==> src/rtl/pc_fetch_unit.sv <==
// Instruction fetch with a one-entry PC/instruction buffer: hits finish in 1 cycle, misses go to memory.
// Miss latency is 2 cycles plus memory wait cycles. The read request is held stable until MemReadReady.
module pc_fetch_unit #(
   parameter int PC_WIDTH    = 8,
   parameter int INSTR_WIDTH = 16
) (
   input  logic                   clk,
   input  logic                   reset,
   input  logic                   FetchStart,
   input  logic [PC_WIDTH-1:0]    CurrentPC,
   input  logic                   Invalidate,
   output logic                   MemReadValid,
   output logic [PC_WIDTH-1:0]    MemReadAddress,
   input  logic                   MemReadReady,
   input  logic [INSTR_WIDTH-1:0] MemReadData,
   output logic [INSTR_WIDTH-1:0] Instruction,
   output logic                   FetchDone,
   output logic                   Busy
);

   typedef enum logic [1:0] {IDLE, REQUEST, DONE} state_t;

   state_t                 state_q;
   logic                   mem_vld_q;
   logic                   done_q;
   logic                   busy_q;
   logic [PC_WIDTH-1:0]    req_pc_q;
   logic [INSTR_WIDTH-1:0] instr_q;
   logic                   buf_valid_q;
   logic [PC_WIDTH-1:0]    buf_pc_q;
   logic [INSTR_WIDTH-1:0] buf_instr_q;
   logic                   hit;

   // Lookup uses the buffer contents before any same-cycle Invalidate takes effect.
   assign hit = buf_valid_q && (buf_pc_q == CurrentPC);

   always_ff @(posedge clk) begin
      if (reset) begin
         state_q     <= IDLE;
         mem_vld_q   <= 1'b0;
         done_q      <= 1'b0;
         busy_q      <= 1'b0;
         req_pc_q    <= '0;
         instr_q     <= '0;
         buf_valid_q <= 1'b0;
         buf_pc_q    <= '0;
         buf_instr_q <= '0;
      end else begin
         done_q <= 1'b0;
         case (state_q)
            IDLE: begin
               if (FetchStart) begin
                  req_pc_q <= CurrentPC;
                  busy_q   <= 1'b1;
                  if (hit) begin
                     instr_q <= buf_instr_q;
                     done_q  <= 1'b1;
                     state_q <= DONE;
                  end else begin
                     mem_vld_q <= 1'b1;
                     state_q   <= REQUEST;
                  end
               end
            end
            REQUEST: begin
               if (MemReadReady) begin
                  instr_q     <= MemReadData;
                  buf_pc_q    <= req_pc_q;
                  buf_instr_q <= MemReadData;
                  buf_valid_q <= 1'b1;
                  mem_vld_q   <= 1'b0;
                  done_q      <= 1'b1;
                  state_q     <= DONE;
               end
            end
            DONE: begin
               busy_q  <= 1'b0;
               state_q <= IDLE;
            end
            default: begin
               mem_vld_q <= 1'b0;
               busy_q    <= 1'b0;
               state_q   <= IDLE;
            end
         endcase
         // Placed last so it overrides a same-cycle buffer fill.
         if (Invalidate) buf_valid_q <= 1'b0;
      end
   end

   assign MemReadValid   = mem_vld_q;
   assign MemReadAddress = req_pc_q;
   assign Instruction    = instr_q;
   assign FetchDone      = done_q;
   assign Busy           = busy_q;

endmodule

==> config.mk <==
export PLATFORM = sky130hd
export DESIGN_NAME = pc_fetch_unit
export DESIGN_NICKNAME = d
export VERILOG_FILES = /design/src/rtl/pc_fetch_unit.sv
export SDC_FILE = /design/constraint.sdc
export NUM_CORES = 1
export LEC_CHECK = 0
export BUFFER_PORTS_ARGS = -buffer_cell sky130_fd_sc_hd__buf_4
export CAP_MARGIN = 10
export CELL_PAD_IN_SITES_DETAIL_PLACEMENT = 0
export CELL_PAD_IN_SITES_GLOBAL_PLACEMENT = 1
export CORE_MARGIN = 3
export CORE_UTILIZATION = 39
export DETAILED_ROUTE_END_ITERATION = 16
export PLACE_DENSITY = 0.8
export SYNTH_ARGS = -nofsm -noshare
export SYNTH_HDL_FRONTEND = slang
export SYNTH_SLANG_ARGS = --single-unit
==> constraint.sdc <==
create_clock -name clk -period 1.95 [get_ports clk]
set_input_delay 0.2925 -clock clk [delete_from_list [all_inputs] [get_ports clk]]
set_output_delay 0.2925 -clock clk [all_outputs]
set_load 0.01 [all_outputs]
# After elaboration in Yosys (flattened, before gate mapping)
# Index checks and enable logic that the tools add are counted.
# W data, S select, Z words.
[totals]
ram_bits = 0
out_inout_bits = 27
romBits = 0
latch_bits = 0
regBits = 54
elab_cells = 46
mem_count = 0
[classes]
reduce_logical = 10
shift = 0
eq_ne = 7
bitwise_logic = 2
div_mod_pow = 0
addsub = 0
n_lt_le_gt_ge = 0
muxes = 18
n_mul = 0
[ops]
columns = ["op", "n"]
rows = [
  ["$mux W16", 3],
  ["$pmux W16 S2", 1],
  ["$eq A8 B8 Y1", 1],
  ["$ne A2 B2 Y1 const B", 4],
  ["$reduce_and A2 Y1", 4],
  ["$reduce_and A4 Y1", 2],
  ["$mux W1", 7],
  ["$mux W2", 3],
  ["$pmux W1 S2", 2],
  ["$pmux W2 S2", 1],
  ["$pmux W1 S3", 1],
  ["$eq A2 B1 Y1 const B", 1],
  ["$eq A2 B2 Y1 const B", 1],
  ["$logic_not A2 Y1", 1],
  ["$not A1 Y1", 2],
  ["$reduce_bool A2 Y1", 1],
  ["$reduce_or A2 Y1", 1],
  ["$logic_and A1 B1 Y1", 1],
]

# Depth between registers and ports, before layout
# Gate-level depths: netlist of run 1.
[depth]
word_depth = 5
ltp_mapped = 7
mapped_depth_nobuf = 5

# Least setup slack after synthesis of run 1
# Ideal clock, no wire load.
[synth_timing]
kind = "input-to-reg"
startpoint = "input port CurrentPC[2]"
endpoint = "register instr_q[10] (netlist: Instruction[10])"
required_time_ps = 1810
stages = 6
n_path_buf = 1
setup_ps = 140
slack_ps = 245
t_arrival_ps = 1565
path_cell_list = "xor2_1 -> nor4_4 -> nand4_4 -> clkbuf_1 -> a221oi_1 -> a211oi_2"
[synth_via]
elab_chain_len = 4
[synth_lines]
columns = ["item", "line", "text"]
rows = [
  ["from (decl)", "10", "input logic [PC_WIDTH-1:0] CurrentPC,"],
  ["$eq A8 B8 Y1", "35", "assign hit = buf_valid_q && (buf_pc_q == CurrentPC);"],
  ["$logic_and A1 B1 Y1", "35", ""],
  ["$ne A2 B2 Y1 (no line)", "--", ""],
  ["$reduce_and A4 Y1 (no line)", "--", ""],
  ["to (signal assigned)", "56", "instr_q <= buf_instr_q;"],
  ["to (signal assigned)", "67", "instr_q <= MemReadData;"],
  ["to (decl)", "28", "logic [INSTR_WIDTH-1:0] instr_q;"],
]
# No other way between the ends.
# A chain may end at the register's enable or synchronous reset.

# Worst setup path after layout of run 1
[layout_timing]
startpoint = "register buf_pc_q[2]"
endpoint = "register instr_q[7] (netlist: Instruction[7])"
[layout_via]
elab_chain_len = 4
[layout_lines]
columns = ["item", "line", "text"]
rows = [
  ["from (decl)", "30", "logic [PC_WIDTH-1:0] buf_pc_q;"],
  ["from (signal assigned)", "68", "buf_pc_q <= req_pc_q;"],
  ["$eq A8 B8 Y1", "35", ""],
  ["$logic_and A1 B1 Y1", "35", ""],
  ["$ne A2 B2 Y1 (no line)", "--", ""],
  ["$reduce_and A4 Y1 (no line)", "--", ""],
]
# No other way between the ends.

==> summary.txt, run 1 <==
Logic synthesis
  • Seq cells post-synth: 54
  • Post-synth cell types: 26
  • EDFF count, synth: 0
  • Cells after synthesis: 269
  • Area leader, netlist: dfxtp_1
  • Yosys top cell area share: between 40% and 50%
  • Mapped Area: about 0.0023 mm2
  • Top post-synthesis cells by count: 58 x nand2_1, 54 x dfxtp_1, 34 x a21oi_1
  • Dominant synthesized flop cell: dfxtp_1
  • Cell with the most instances after synthesis: nand2_1
  • Net Count, Synth: around 300
  • Avg Inst Size Synth: 8.56 um2
  • YS warnings: 0
  • Top cells by area, synth: dfxtp_1 47%, nand2_1 9.5%, a21oi_1 7.4%
  • Sequential cell area fraction in the yosys report: 46.9%
  • Post-synth ARST share: 0%

Final layout
  • Fillcell total: 549
  • Layout cells sized above 1: 27.4%
  • Fin cells: 393
  • Ant diodes: 0
  • Layout Nets: 349
  • Layout area overhead: 26.3%

Critical path
  • CP max stage cell: nor4_4
  • CP Capture Type: flop
  • Crit Path Category: reg2reg
  • CP Max Fanout: 6
  • Max stage delay on crit path: 0.37 ns
  • Crit path launch type: flop
  • FF-to-FF setup slack: 0.20 ns
  • Crit path DAT: between 1.5 and 2 ns
  • Worst Path Required: 2.12 ns
  • Worst-path cell chain: xor2_1 -> nor4_4 -> nand4_4 -> buf_4 -> a221oi_1 -> a211oi_2

Clocking
  • Num CTS Buffers: 5
  • H-tree Lvls: 2
  • Post-CTS Setup Bufs: 0
  • Sink Count: 54
  • CTS clk-pin slew, worst paths: roughly 0.10 ns
  • CTS tree: done
  • Post-CTS Resized: 0
  • Clk buf depth: 2
  • Worst skew pair latency: around 0.3 ns
  • # hold bufs at CTS: 0
  • Root buffer cell: clkbuf_8

Power
  • Worst vdd ir: 456 uV
  • PD cells: 772 mW/mm2
  • Static leakage: 0.00115 uW

Timing
  • Final hold vios: 0
  • Max frequency: between 0.5 and 0.6 GHz
  • RSZ-0062 raised after global routing: false
  • Fin Setup TNS: 0 ns
  • Worst Tran Pin Value: 0.642 ns
  • Slew Viols, Final: 0
  • Worst hold slack: 0.140 ns
  • # setup viols final: 0
  • Worst setup margin: between 0.2 and 0.25 ns
  • Crit share post-route: 89.6%
  • Normalized max-slew margin: 57.2%
  • Fin crit period: 1.75 ns
  • Clk_skew: 0.00975 ns

GRT
  • Initial antenna violation count: 0
  • Largest net degree at the start of global routing: 55
  • GRT Overall Usage: between 10% and 20%
  • Global-route wire length before repair: 9110 um
  • Vias in the first global route: 1871
  • Grt ovf: 0

Drt
  • Via Count: 1986
  • Final wirelength: 5290 um
  • Residual DRC: 0
  • Drt wl/cell: between 10 and 15 um
  • DRT iter0 DRCs: 93
  • DRT antenna net count: 0
  • Vias per Instance: 5.05
  • DRT Pass-1 Iters: 4

Place
  • DP HPWL: 3520 um
  • Placed Instances: 382
  • Pre-CTS setup slack: -0.0758 ns
  • # port buffers: between 50 and 60
  • RePlAce Congestion: 0.723

Die
  • Die Area: around 0.0069 mm2
  • Starting density of the core: between 40% and 50%
  • I/O Pins: 56
  • Row count: 27
  • Die Wd: a little over 80 um
  • Core ar.: between 0.005 and 0.006 mm2
  • Die H: 82.9 um

Hold path
  • Worst Hold Class: in2reg

Flow run
  • Max cap viols: 0

Outcome
  • Status: finished, final reports clean
metal layers:
layer	vias to the layer above	wire, um	track usage (%)
met4	0	68	4.31
met5	-	0	0
met1	905	2480	21.8
li1	1013	-	-
met3	7	342	4.66
met2	61	2400	24.3
state kept, by name, summed over array words and instances (netlist names):
register,flops
Busy,1
FetchDone,1
MemReadValid,1
state_q,2
Instruction,16
buf_instr_q,16
buf_pc_q,8
MemReadAddress,8
buf_valid_q,1
cells in the final DEF (no fill, tap or decap):
| cell type | instances |
|---|---|
| a211oi_1 | 7 |
| a211oi_2 | 10 |
| a21oi_1 | 34 |
| a221oi_1 | 16 |
| a22oi_1 | 1 |
| and2_1 | 2 |
| and2_4 | 1 |
| buf_12 | 1 |
| buf_4 | 64 |
| bufinv_16 | 1 |
| clkbuf_8 | 5 |
| clkinv_2 | 2 |
| dfxtp_1 | 54 |
| inv_1 | 17 |
| nand2_1 | 58 |
| nand2b_1 | 1 |
| nand3_1 | 1 |
| nand4_4 | 1 |
| nor2_1 | 4 |
| nor2b_1 | 17 |
| nor2b_2 | 1 |
| nor3_1 | 4 |
| nor3_2 | 1 |
| nor4_4 | 1 |
| o21a_1 | 1 |
| o21ai_0 | 8 |
| xnor2_1 | 1 |
| xor2_1 | 7 |
power by group:
part           switching [uW]  leakage, uW  internal [uW]  total, uW
logic                     173     0.000654            153        327
clock network             356    0.0000579            378        734
registers                30.4     0.000440           1150       1180
area by class of cell:
type	instances	area [um2]	area share [%]
Multi-Input combinational cell	177	1070	36.6
Clock buffer	5	68.8	2.36
Tap cell	72	90.1	3.10
Sequential cell	54	1080	37.1
Timing Repair Buffer	65	500	17.2
Inverter	17	63.8	2.19
Clock inverter	3	40.0	1.38
logic make-up after synthesis:
family,count (synthesis),synth area share (%)
AO/OA/AOI/OAI,77,23.6
AND/OR/NAND/NOR,92,19.6
flip-flops,54,46.9
XOR/XNOR,8,3.04
buffers and inverters,38,6.90
metrics by stage:
step           util (%)  cell area (um2)  total power (uW)
6_report           51.9             2910              2250
3_5_place_dp       49.6             2780              1540
5_1_grt            51.9             2910              2360
4_1_cts            51.5             2890              2280
2_1_floorplan         -             2300              1390
3_3_place_gp       49.6             2780              1540
critical path: cells and delay by family, from the launching register on:
family,cells,cell delay (ns)
AO/OA/AOI/OAI,2,0.39
XOR/XNOR,1,0.16
buffers and inverters,1,0.20
flip-flops,1,0.34
AND/OR/NAND/NOR,2,0.53
worst paths after layout:
path         cells past startpoint         endpoint             from
max                              6   Instruction[7]      buf_pc_q[2]
min                              2      buf_valid_q       Invalidate
max reg2reg                      6   Instruction[7]      buf_pc_q[2]
min reg2reg                      2  buf_instr_q[13]  buf_instr_q[13]
No activity file was read; power rests on OpenSTA's default activity.
==> run 2: changes to the inputs <==
--- a/config.mk
+++ b/config.mk
@@ -7,7 +7,7 @@
 export LEC_CHECK = 0
 export BUFFER_PORTS_ARGS = -buffer_cell sky130_fd_sc_hd__buf_4
 export CAP_MARGIN = 10
-export CELL_PAD_IN_SITES_DETAIL_PLACEMENT = 0
+export CELL_PAD_IN_SITES_DETAIL_PLACEMENT = 1
 export CELL_PAD_IN_SITES_GLOBAL_PLACEMENT = 1
 export CORE_MARGIN = 3
 export CORE_UTILIZATION = 39
==> run 2 against run 1 <==
Compared with the run above:
- first-iteration DRC count shrank 6.5%
- utilization decreased by 0.36 points
- die area unchanged
- maximum frequency shrank 2.2%
- setup slack lost 0.039 ns
- clock power is 12% lower
- cell count fell by 0.51%
- final area down 0.69%
- register-to-register slack got worse by 0.04 ns
==> summary.txt, run 2 (synthesized netlist as in run 1, its figures left out) <==
Outcome
  • Status: finished, final reports clean (unchanged)

Clocking
  • Clk buf depth: 2 (unchanged)
  • CTS tree: done (unchanged)
  • Root buffer cell: clkbuf_8 (unchanged)
  • Worst skew pair latency: 0.31 ns (was 0.30 ns)
  • CTS clk-pin slew, worst paths: 0.10 ns (about the same)
  • Sink Count: 54 (unchanged)
  • Num CTS Buffers: 5 (unchanged)
  • Post-CTS Resized: 0 (unchanged)
  • H-tree Lvls: 2 (unchanged)

GRT
  • Vias in the first global route: 2122 (was 1871)
  • Largest net degree at the start of global routing: 55 (unchanged)
  • Global-route wire length before repair: 10100 um (was 9110 um)
  • Initial antenna violation count: 0 (unchanged)
  • GRT Overall Usage: 17.6% (was 15.9%)
  • Grt ovf: 0 (unchanged)

Final layout
  • Most frequent cells in the layout: 61 x buf_4, 58 x nand2_1, 54 x dfxtp_1 (was 64 x buf_4, 58 x nand2_1, 54 x dfxtp_1)
  • Layout Nets: 347 (was 349)
  • Ant diodes: 0 (unchanged)
  • Layout area overhead: 25.5% (was 26.3%)
  • Commonest non-fill, non-tap cell in the layout: buf_4 (unchanged)
  • Fillcell total: 684 (was 549)
  • Post-Layout Inst Area: 0.00289 mm2 (was 0.00291 mm2)
  • Layout cells sized above 1: 26.6% (was 27.4%)
  • Multi-input logic area: 0.00107 mm2 (unchanged)
  • Reg area: 0.00108 mm2 (unchanged)

Place
  • DP HPWL: 4050 um (was 3520 um)
  • # port buffers: 55 (unchanged)
  • RePlAce Congestion: 0.723 (unchanged)
  • Post-DP Area: 0.00278 mm2 (unchanged)
  • Pre-CTS setup slack: -0.0606 ns (was -0.0758 ns)

Drt
  • Final wirelength: 5800 um (was 5290 um)
  • Residual DRC: 0 (unchanged)
  • Via Count: 2023 (was 1986)
  • Metal2 WL: 2830 um (was 2400 um)
  • DRT Pass-1 Iters: 4 (unchanged)
  • Drt wl/cell: 14.8 um (was 13.5 um)
  • DR top layer: met4 (unchanged)
  • Vias per Instance: 5.17 (was 5.05)
  • DRT antenna net count: 0 (unchanged)
  • DRT iter0 DRCs: 87 (was 93)
  • Met3 WL post-DR: 263 um (was 342 um)
  • M1 wire length: 2610 um (was 2480 um)

Critical path
  • CP Max Fanout: 17 (was 6)
  • CP Capture Type: flop (unchanged)
  • Crit path launch type: flop (unchanged)
  • Worst Path Required: 2.13 ns (was 2.12 ns)
  • Crit path DAT: 1.96 ns (was 1.92 ns)
  • CP delay by family, top: simple AND/OR/NAND/NOR gates (unchanged)
  • Crit path buf inv count: 1 (unchanged)
  • Crit Path Category: reg2reg (unchanged)
  • Max stage delay on crit path: 0.38 ns (was 0.37 ns)
  • Worst-path cell chain: xor2_1 -> nor4_4 -> nand4_4 -> buf_12 -> a221oi_1 -> a211oi_2 (was xor2_1 -> nor4_4 -> nand4_4 -> buf_4 -> a221oi_1 -> a211oi_2)
  • CP max stage cell: a221oi_1 (was nor4_4)

Die
  • Starting density of the core: 41.1% (unchanged)
  • Die Wd: 82.9 um (unchanged)
  • I/O Pins: 56 (unchanged)
  • Row count: 27 (unchanged)
  • Die H: 82.9 um (unchanged)
  • Die Area: 0.00686 mm2 (unchanged)
  • Core ar.: 0.00561 mm2 (unchanged)

Power
  • Net Sw Frac: 26.2% (was 24.9%)
  • Clock Power Share: 29.9% (was 32.7%)
  • PD cells: 748 mW/mm2 (was 772 mW/mm2)
  • Psw: 567 uW (was 560 uW)
  • Static leakage: 0.00114 uW (was 0.00115 uW)
  • P_int: 1600 uW (was 1690 uW)
  • Flop pwr share: 54.9% (was 52.8%)
  • Total power draw: 2160 uW (was 2250 uW)
  • Comb power frac: 15.3% (was 14.5%)
  • Worst vdd ir: 372 uV (was 456 uV)

Timing
  • Normalized max-slew margin: 58.5% (was 57.2%)
  • # setup viols final: 0 (unchanged)
  • RSZ-0062 raised after global routing: false (unchanged)
  • Crit share post-route: 91.6% (was 89.6%)
  • Slew Viols, Final: 0 (unchanged)
  • Final hold vios: 0 (unchanged)
  • Clk_skew: 0.00929 ns (was 0.00975 ns)
  • Fin crit period: 1.79 ns (was 1.75 ns)
  • Worst Tran Pin Value: 0.622 ns (was 0.642 ns)
  • Max frequency: 0.560 GHz (was 0.572 GHz)
  • Worst setup margin: 0.164 ns (was 0.203 ns)

Hold path
  • Worst Hold Class: in2reg (unchanged)

Flow run
  • Max cap viols: 0 (unchanged)
## run 2: final timing paths
check,slack [ns],to,depth (start not counted),startpoint
worst max-delay path,0.16,Instruction[12],6,buf_pc_q[2]
worst min-delay path,0.13,buf_valid_q,2,Invalidate
worst max register to register,0.16,Instruction[12],6,buf_pc_q[2]
worst min register to register,0.46,buf_instr_q[1],2,buf_instr_q[1]
## run 2: layout make-up
| type | instances | area share (%) |
|---|---|---|
| inverter | 17 | 2.21 |
| tap | 72 | 3.12 |
| clock inverter | 1 | 0.173 |
| clock buffer | 7 | 2.99 |
| multi-input combinational | 177 | 36.9 |
| timing repair buffer | 63 | 17.2 |
| sequential | 54 | 37.4 |
## run 2: power groups by stage
stage / combinational, uW / sequential (uW) / clock, uW
6_report: 330 / 1190 / 646
5_1_grt: 366 / 1190 / 718
4_1_cts: 337 / 1190 / 673
3_5_place_dp: 335 / 1210 / 0
3_3_place_gp: 328 / 1210 / 0
2_1_floorplan: 168 / 1220 / 0
## run 2: repair_timing
action	CTS	global route
setup endpoints to repair	0	16
setup buffers	0	1
hold buffers	0	0
## run 2: stage by stage
step	util (%)	hold slack, ns	std cells	setup TNS, ns
finish	51.5	0.131	391	0
global route	51.5	0.124	391	0
CTS	51.2	0.124	390	0
detailed placement	49.6	0.446	382	-0.254
global placement	49.6	0.437	382	0
floorplan	-	0.372	269	0
## run 2: worst reg2reg max path, cell delays in order, from the launching register on
cell,delay (ns)
dfxtp_1,0.33
xor2_1,0.16
nor4_4,0.36
nand4_4,0.14
buf_12,0.18
a221oi_1,0.39
a211oi_2,0.09
## run 2: per-layer routing
| metal | vias to the layer above | global-route usage, % |
|---|---|---|
| met5 | - | 0 |
| met4 | 0 | 6.98 |
| li1 | 1006 | - |
| met2 | 48 | 29.7 |
| met1 | 959 | 21.9 |
| met3 | 10 | 3.87 |
==> run 3: changes to the inputs <==
==> config.mk (replaced) <==
export PLATFORM = sky130hd
export DESIGN_NAME = pc_fetch_unit
export DESIGN_NICKNAME = d
export VERILOG_FILES = /design/src/rtl/pc_fetch_unit.sv
export SDC_FILE = /design/constraint.sdc
export NUM_CORES = 1
export LEC_CHECK = 0
export BUFFER_PORTS_ARGS = -buffer_cell sky130_fd_sc_hd__buf_2
export CAP_MARGIN = 10
export CELL_PAD_IN_SITES_DETAIL_PLACEMENT = 1
export CELL_PAD_IN_SITES_GLOBAL_PLACEMENT = 1
export CORE_ASPECT_RATIO = 1.5
export CORE_MARGIN = 3
export CORE_UTILIZATION = 39
export DETAILED_ROUTE_END_ITERATION = 16
export PLACE_DENSITY = 0.88
export SYNTH_ARGS = -nofsm -noshare
export SYNTH_HDL_FRONTEND = slang
export SYNTH_SLANG_ARGS = --single-unit
==> run 3 against run 2 <==
Compared with the run above:
- maximum frequency up 0.52%
- routed wire length up 5.3%
- via count up 2.7%
- largest cell class unchanged
- critical endpoint is now Instruction[9]
- die area up 0.28%
==> summary.txt, run 3 (synthesized netlist as in run 1, its figures left out) <==
Final layout
  • Fillcell total: 711 (was 684)
  • Ant diodes: 0 (unchanged)
  • Final core occ: 50.0% (was 51.5%)
  • Layout Nets: 351 (was 347)
  • Layout cells sized above 1: 27.9% (was 26.6%)
  • Most frequent cells in the layout: 58 x nand2_1, 55 x buf_2, 54 x dfxtp_1 (was 61 x buf_4, 58 x nand2_1, 54 x dfxtp_1)
  • Commonest non-fill, non-tap cell in the layout: nand2_1 (was buf_4)
  • Layout area overhead: 21.1% (was 25.5%)

Power
  • PD cells: 809 mW/mm2 (was 748 mW/mm2)
  • Worst vdd ir: 409 uV (was 372 uV)
  • Static leakage: 0.00113 uW (was 0.00114 uW)

Hold path
  • Worst Hold Class: in2reg (unchanged)

Place
  • RePlAce Congestion: 0.810 (was 0.723)
  • # port buffers: 55 (unchanged)
  • DP HPWL: 4410 um (was 4050 um)

Clocking
  • H-tree Lvls: 2 (unchanged)
  • Root buffer cell: clkbuf_8 (unchanged)
  • Post-CTS Setup Bufs: 0 (unchanged)
  • Sink Count: 54 (unchanged)
  • Post-CTS Resized: 0 (unchanged)
  • Num CTS Buffers: 5 (unchanged)
  • # hold bufs at CTS: 0 (unchanged)
  • Worst skew pair latency: 0.31 ns (about the same)
  • CTS tree: done (unchanged)
  • CTS clk-pin slew, worst paths: 0.10 ns (about the same)
  • Clk buf depth: 2 (unchanged)

Drt
  • Final wirelength: 6110 um (was 5800 um)
  • Via Count: 2078 (was 2023)
  • DRT Pass-1 Iters: 4 (unchanged)
  • Drt wl/cell: 15.5 um (was 14.8 um)
  • DRT antenna net count: 0 (unchanged)
  • Vias per Instance: 5.29 (was 5.17)
  • Residual DRC: 0 (unchanged)
  • DRT iter0 DRCs: 67 (was 87)

Timing
  • Crit share post-route: 91.1% (was 91.6%)
  • Final hold vios: 0 (unchanged)
  • Fin Setup TNS: 0 ns (unchanged)
  • Max frequency: 0.563 GHz (was 0.560 GHz)
  • Normalized max-slew margin: 70.8% (was 58.5%)
  • Fin crit period: 1.78 ns (was 1.79 ns)
  • # setup viols final: 0 (unchanged)
  • Worst Tran Pin Value: 0.438 ns (was 0.622 ns)
  • Slew Viols, Final: 0 (unchanged)
  • Clk_skew: 0.00981 ns (was 0.00929 ns)
  • RSZ-0062 raised after global routing: false (unchanged)

GRT
  • Grt ovf: 0 (unchanged)
  • Initial antenna violation count: 0 (unchanged)
  • Largest net degree at the start of global routing: 35 (was 55)
  • GRT Overall Usage: 19.0% (was 17.6%)
  • Vias in the first global route: 2196 (was 2122)
  • Global-route wire length before repair: 10000 um (was 10100 um)

Die
  • Core ar.: 0.00557 mm2 (was 0.00561 mm2)
  • Starting density of the core: 41.3% (was 41.1%)
  • Die Area: 0.00688 mm2 (was 0.00686 mm2)
  • Die Wd: 68.8 um (was 82.9 um)
  • Die H: 100 um (was 82.9 um)
  • I/O Pins: 56 (unchanged)
  • Row count: 33 (was 27)

Critical path
  • Crit Path Category: reg2reg (unchanged)
  • Crit path DAT: 1.98 ns (was 1.96 ns)
  • Crit path launch type: flop (unchanged)
  • CP Capture Type: flop (unchanged)
  • CP Max Fanout: 8 (was 17)
  • Worst Path Required: 2.15 ns (was 2.13 ns)

Flow run
  • Max cap viols: 0 (unchanged)

Outcome
  • Status: finished, final reports clean (unchanged)
-- run 3: cell types whose count changed in the layout (fill, tap and decap cells not counted) --
cell and change:
buf_12 -1, buf_4 -50, buf_2 +55, clkbuf_8 -1, clkbuf_1 -1, inv_6 +1, bufinv_16 +1
-- run 3: area by class of cell --
class	count	area (um2)	share of cell area [%]
Multi-Input combinational cell	177	1070	38.2
Inverter	17	63.8	2.29
Clock inverter	3	43.8	1.57
Timing Repair Buffer	67	378	13.5
Tap cell	70	87.6	3.14
Clock buffer	5	68.8	2.47
Sequential cell	54	1080	38.8
-- run 3: final timing paths --
check,from,to,slack (ns),cells past startpoint
min,Invalidate,buf_valid_q,0.13,2
max,buf_pc_q[2],Instruction[9],0.17,6
max reg2reg,buf_pc_q[2],Instruction[9],0.17,6
min reg2reg,Instruction[3],Instruction[3],0.46,2
-- run 3: per-stage QoR --
stage,cell area [um2],std cells,power [uW],setup slack (ns),hold WS (ns)
after floorplan,2300,269,1390,0.245,0.372
after global placement,2680,385,1510,0.156,0.437
after detailed placement,2680,385,1520,0.0787,0.452
after CTS,2790,393,2280,0.142,0.124
after global routing,2790,393,2360,0.0406,0.135
final,2790,393,2260,0.173,0.129
-- run 3: power breakdown --
group          internal (uW)  switching, uW
sequential              1150           29.5
clock                    385            383
combinational            125            180
total                   1660            593
-- run 3: critical path, cell delays in order (launching register included) --
cell and delay [ns]:
dfxtp_1 0.34, xor2_1 0.16, nor4_4 0.37, nand4_4 0.17, buf_4 0.21, a221oi_1 0.34
a211oi_2 0.08
-- run 3: layer usage --
layer / global-route usage, % / vias to the layer above / wire [um]
li1: - / 1019 / -
met1: 19.1 / 999 / 2300
met2: 35.7 / 48 / 3340
met3: 3.92 / 12 / 304
met4: 8.26 / 0 / 165
met5: 0 / - / 0
